==> config.mk <==
export PLATFORM = sky130hd
export DESIGN_NAME = time_set_ctrl
export DESIGN_NICKNAME = d
export VERILOG_FILES = /design/src/rtl/clk_pkg.sv /design/src/rtl/key_debounce.sv /design/src/rtl/time_set_ctrl.sv
export SDC_FILE = /design/constraint.sdc
export NUM_CORES = 1
export LEC_CHECK = 0
export CAP_MARGIN = 20
export CELL_PAD_IN_SITES_DETAIL_PLACEMENT = 0
export CELL_PAD_IN_SITES_GLOBAL_PLACEMENT = 1
export CORE_MARGIN = 5
export CORE_UTILIZATION = 33
export DETAILED_ROUTE_END_ITERATION = 16
export HOLD_SLACK_MARGIN = 0.06
export PLACE_DENSITY_LB_ADDON = 0.1
export SLEW_MARGIN = 0
export SYNTH_ARGS = -nofsm -noshare
export SYNTH_HDL_FRONTEND = slang
export SYNTH_SLANG_ARGS = --single-unit
==> constraint.sdc <==
create_clock -name clk -period 2.5 [get_ports clk]
set_clock_uncertainty 0.2 [all_clocks]
set_input_delay 0.625 -clock clk [delete_from_list [all_inputs] [get_ports clk]]
set_output_delay 0.625 -clock clk [all_outputs]
set_load 0.03 [all_outputs]
==> src/rtl/clk_pkg.sv <==
// rtl/clk_pkg.sv - shared state/field codes and parameter defaults for time setting
package clk_pkg;

    localparam int DB_CYC_DEF   = 16;
    localparam int IDLE_SEC_DEF = 10;

    typedef enum logic [2:0] {
        ST_RUN  = 3'd0,
        ST_HOUR = 3'd1,
        ST_MIN  = 3'd2,
        ST_SEC  = 3'd3,
        ST_YEAR = 3'd4,
        ST_MON  = 3'd5,
        ST_DAY  = 3'd6
    } state_t;

    localparam logic [2:0] FLD_NONE  = 3'd0;
    localparam logic [2:0] FLD_HOUR  = 3'd1;
    localparam logic [2:0] FLD_MIN   = 3'd2;
    localparam logic [2:0] FLD_SEC   = 3'd3;
    localparam logic [2:0] FLD_YEAR  = 3'd4;
    localparam logic [2:0] FLD_MONTH = 3'd5;
    localparam logic [2:0] FLD_DAY   = 3'd6;

    function automatic state_t next_field(input state_t s);
        case (s)
            ST_RUN:  return ST_HOUR;
            ST_HOUR: return ST_MIN;
            ST_MIN:  return ST_SEC;
            ST_SEC:  return ST_YEAR;
            ST_YEAR: return ST_MON;
            ST_MON:  return ST_DAY;
            default: return ST_RUN;
        endcase
    endfunction

    function automatic logic [2:0] field_of(input state_t s);
        case (s)
            ST_HOUR: return FLD_HOUR;
            ST_MIN:  return FLD_MIN;
            ST_SEC:  return FLD_SEC;
            ST_YEAR: return FLD_YEAR;
            ST_MON:  return FLD_MONTH;
            ST_DAY:  return FLD_DAY;
            default: return FLD_NONE;
        endcase
    endfunction

    // Bit 0 = hex1:0, bit 1 = hex3:2, bit 2 = hex5:4
    function automatic logic [2:0] blank_for(input state_t s, input logic phase);
        logic [2:0] m;
        case (s)
            ST_SEC, ST_DAY:   m = 3'b001;
            ST_MIN, ST_MON:   m = 3'b010;
            ST_HOUR, ST_YEAR: m = 3'b100;
            default:          m = 3'b000;
        endcase
        return phase ? m : 3'b000;
    endfunction

endpackage

==> src/rtl/key_debounce.sv <==
// rtl/key_debounce.sv - two-flop synchroniser, debounce counter and press edge for one key
module key_debounce #(
    parameter int DB_CYC = 16
) (
    input  logic clk,
    input  logic rst_n,
    input  logic key,
    output logic press
);
    localparam int CW = (DB_CYC > 1) ? $clog2(DB_CYC + 1) : 1;

    logic          s1, s2;
    logic          v1, v2;
    logic          live;
    logic          held;
    logic [CW-1:0] cnt;

    // live stays low until the key has been seen high after reset, so a key
    // held through reset cannot produce a press when reset is released.
    always_ff @(posedge clk or negedge rst_n) begin
        if (!rst_n) begin
            s1    <= 1'b1;
            s2    <= 1'b1;
            v1    <= 1'b0;
            v2    <= 1'b0;
            live  <= 1'b0;
            held  <= 1'b0;
            cnt   <= '0;
            press <= 1'b0;
        end else begin
            s1    <= key;
            s2    <= s1;
            v1    <= 1'b1;
            v2    <= v1;
            press <= 1'b0;
            if (v2 && s2) begin
                live <= 1'b1;
            end
            if (!held) begin
                if (!s2 && live) begin
                    if (cnt == CW'(DB_CYC - 1)) begin
                        press <= 1'b1;
                        held  <= 1'b1;
                        cnt   <= '0;
                    end else begin
                        cnt <= cnt + 1'b1;
                    end
                end else begin
                    cnt <= '0;
                end
            end else begin
                if (s2) begin
                    if (cnt == CW'(DB_CYC - 1)) begin
                        held <= 1'b0;
                        cnt  <= '0;
                    end else begin
                        cnt <= cnt + 1'b1;
                    end
                end else begin
                    cnt <= '0;
                end
            end
        end
    end

endmodule

==> src/rtl/time_set_ctrl.sv <==
// rtl/time_set_ctrl.sv - key-driven time/date setting mode controller
module time_set_ctrl
    import clk_pkg::*;
#(
    parameter int DB_CYC   = DB_CYC_DEF,
    parameter int IDLE_SEC = IDLE_SEC_DEF
) (
    input  logic       clk,
    input  logic       key0,
    input  logic       tick_1hz,
    input  logic       key1,
    input  logic       key2,
    input  logic       key3,
    output logic       run_en,
    output logic       inc_pulse,
    output logic [2:0] inc_sel,
    output logic [2:0] mode,
    output logic       date_view,
    output logic [2:0] blank_mask
);
    localparam int IW = (IDLE_SEC > 1) ? $clog2(IDLE_SEC + 1) : 1;

    logic ev1, ev2, ev3;

    key_debounce #(.DB_CYC(DB_CYC)) u_db1 (.clk(clk), .rst_n(key0), .key(key1), .press(ev1));
    key_debounce #(.DB_CYC(DB_CYC)) u_db2 (.clk(clk), .rst_n(key0), .key(key2), .press(ev2));
    key_debounce #(.DB_CYC(DB_CYC)) u_db3 (.clk(clk), .rst_n(key0), .key(key3), .press(ev3));

    state_t        state, state_nx;
    logic          phase, phase_nx;
    logic [IW-1:0] idle, idle_nx;
    logic          pulse_nx;

    always_comb begin
        state_nx = state;
        phase_nx = phase;
        idle_nx  = idle;
        pulse_nx = 1'b0;
        case (state)
            ST_RUN: begin
                if (ev1) state_nx = ST_HOUR;
            end
            ST_HOUR, ST_MIN, ST_SEC, ST_YEAR, ST_MON, ST_DAY: begin
                if (tick_1hz) phase_nx = ~phase;
                if (ev3)      state_nx = ST_RUN;
                else if (ev1) state_nx = next_field(state);
                else if (ev2) pulse_nx = 1'b1;
                // An accepted event beats a timeout landing in the same cycle
                if (ev1 || ev2 || ev3) begin
                    idle_nx = '0;
                end else if (tick_1hz) begin
                    if (idle == IW'(IDLE_SEC - 1)) state_nx = ST_RUN;
                    else                           idle_nx  = idle + 1'b1;
                end
            end
            default: state_nx = ST_RUN;
        endcase
        if (state_nx == ST_RUN) begin
            phase_nx = 1'b0;
            idle_nx  = '0;
        end
    end

    always_ff @(posedge clk or negedge key0) begin
        if (!key0) begin
            state      <= ST_RUN;
            phase      <= 1'b0;
            idle       <= '0;
            run_en     <= 1'b1;
            inc_pulse  <= 1'b0;
            inc_sel    <= FLD_NONE;
            mode       <= 3'd0;
            date_view  <= 1'b0;
            blank_mask <= 3'b000;
        end else begin
            state      <= state_nx;
            phase      <= phase_nx;
            idle       <= idle_nx;
            run_en     <= (state_nx == ST_RUN);
            inc_pulse  <= pulse_nx;
            inc_sel    <= field_of(state_nx);
            mode       <= state_nx;
            date_view  <= (state_nx == ST_YEAR) || (state_nx == ST_MON) || (state_nx == ST_DAY);
            blank_mask <= blank_for(state_nx, phase_nx);
        end
    end

endmodule

==> metrics.txt <==
die height=88.5 µm; post-synth top area share=51.7%; GR Util All Layers=10.3%; worst hold margin=88.6 ps; Worst Path Arrival=1600 ps; Leak=0.00106 µW; PortBufs=17; Post-layout nets=218; ANT cells=0; layout cell share with drive strength beyond 1=10.6%; Final Slew Violations=0; largest family of logic cells by synthesized area=simple AND/OR/NAND/NOR gates; final worst path period need=2430 ps; maxcap violations=0; Placed Cells=275; Crit path required time=1670 ps; Crit. End Element=primary output; Synth Area in Adders=3.57%; CP delay by family, top=buffers and inverters; Die X=88.5 µm; initial antenna violation count=0; Peak Freq=0.412 GHz; Post-synth EDFFs=0; final cycle utilization of the critical path=97.1%; kind of critical path=reg -> out; power density cells=550 nW/µm²; clock-pin slew on the worst setup and hold paths=90 ps; vias per std cell=4.88; Hold Fails Final Rpt=0; drt wl/cell=12.5 µm; Max H-tree Level=2; top cells by area, synth=dfrtp_1, dfstp_2, nor2_1; crit-path cells=clkdlybuf4s50_1; final WL=3540 µm; Worst Path Buf+Inv=1; post-synthesis xor/xnor area fraction=3.88%; CTS tree=built; setup TNS=0 ps; Max IR drop VDD=276 µV; Post-Layout Cell Count=283; IO Pins=18; Tightest Hold Check Type=in -> async; Synth top cells by count=dfrtp_1, nor2_1, a21oi_1; R2R Path Start=idle[0]; register bit total from synthesis=49; setup violators final=0; Mapped Area=2030 µm²; proportion of synthesized area in mux cells=0%; CP startpoint=state[0]; Seq/Total Area, Yosys=60.8%; Startpoint Class=flip-flop; clk_lat worst skew=290 ps; PnR worst setup slack=73.5 ps; initial DRC count=27; DR vias=1380; hold buffer count at CTS=0; Core Area=5960 µm²; Design Power=1310 µW; CP max-delay cell=clkdlybuf4s50_1; Synth Area in Compound Gates=11.9%; Mean Syn Cell Area=11.2 µm²; post-route ant nets=0; # Post-CTS Setup Buffers=0; yosys warns=0; most frequent cell after synthesis=dfrtp_1; first-pass GRT wire length=6270 µm; synth-to-layout area growth=17.5%; clk sinks=49; ys async rst share=100%; RSZ-0062 raised after global routing=false; library cells used by synthesis=37; DRC viols=0; DRT Pass-1 Iters=4; Die Area=7830 µm²; syn_nets=193; routability cong.=0.857; Slew headroom=51.8%; Row Count=28; initial core utilization=34.1%; hpwl dp=2600 µm; Setup Slack @ Placement=30.5 ps; Clock Root Buffer=clkbuf_8; worst-margin pin slew=714 ps; Max Fanout on Critical Path=12; post-synthesis simple-gate area fraction=17.2%; post_cts resized=0; TritonCTS buffer count=5; Mapped Cells=182; status=completed; Max stage delay on crit path=750 ps; Remaining Overflow, GRT=0; area leader, netlist=dfrtp_1; worst-case clock buffer depth=2; vias in the first global route=1451; Synth Flop Type=dfrtp_1; largest net degree at the start of global routing=24
==> cells in the final DEF (no fill, tap or decap), types with 2 or more instances in the layout <==
cell             count
a211oi_1             3
a21o_1               6
a21oi_1             12
and2_1               6
and3_1               4
buf_4                6
clkbuf_1             2
clkbuf_8             5
clkdlybuf4s50_1     16
dfrtp_1             42
dfstp_2              7
ha_1                 5
inv_1                6
nand2_1              4
nand3_1              9
nand4b_1             2
nor2_1              26
nor3_1               5
nor3b_1              4
o21ai_0              9
o31ai_1              2
or3_1                2
xnor2_1              3
xor2_1               6
==> registers in the layout (all words and copies together), names as in the netlist, 3 cells and up <==
name,cells
u_db2.cnt,5
inc_sel,3
blank_mask,3
u_db3.cnt,5
idle,4
state,3
u_db1.cnt,5
==> power breakdown <==
group	leakage (µW)	switching (µW)	internal (µW)
Combinational	0.000388	31.7	22.6
Clock	0.0000422	233	196
Sequential	0.000633	13.3	816
Total	0.00106	278	1030
==> cells by family after synthesis <==
group,count (synthesis)
and+or+nand+nor,68
DFF,49
AOI/OAI and AO/OA,38
buffers and inverters,11
xor gates and xnor gates,9
adders and majority gates,6
other,1
==> per-layer routing <==
| layer | global-route usage [%] | share of wire [%] | vias up |
|---|---|---|---|
| met5 | 0 | 0 | - |
| met4 | 4.40 | 1.7 | 0 |
| met3 | 3.26 | 4.9 | 7 |
| met2 | 17.5 | 50 | 23 |
| met1 | 12.0 | 43 | 672 |
| li1 | - | - | 678 |
==> path summary, 6_finish.rpt <==
path                                  to  slack [ps]  depth (start not counted)
max                              mode[0]          70                          1
min                              idle[1]          90                          1
max reg2reg                blank_mask[1]         410                          6
min reg2reg                     u_db3.v2         150                          0
max in group asynchronous       u_db1.s2        1350                          2
min in group clk                u_db3.v2         150                          0
==> area by class of cell <==
type,instances,area (µm²)
repair buffers,23,210
fillers,593,3570
clock buffers,7,76.3
flip-flops and latches,49,1230
clock inverters,1,5.00
multi-input cells,122,746
inverters,6,22.5
well taps,75,93.8
==> metrics by stage <==
step | cell area (µm²) | utilization [%]
2_1_floorplan | 2030 | -
3_3_place_gp | 2310 | 38.7
3_5_place_dp | 2310 | 38.7
4_1_cts | 2390 | 40.1
5_1_grt | 2390 | 40.1
6_report | 2390 | 40.1
(Power assumes the default switching activity.)
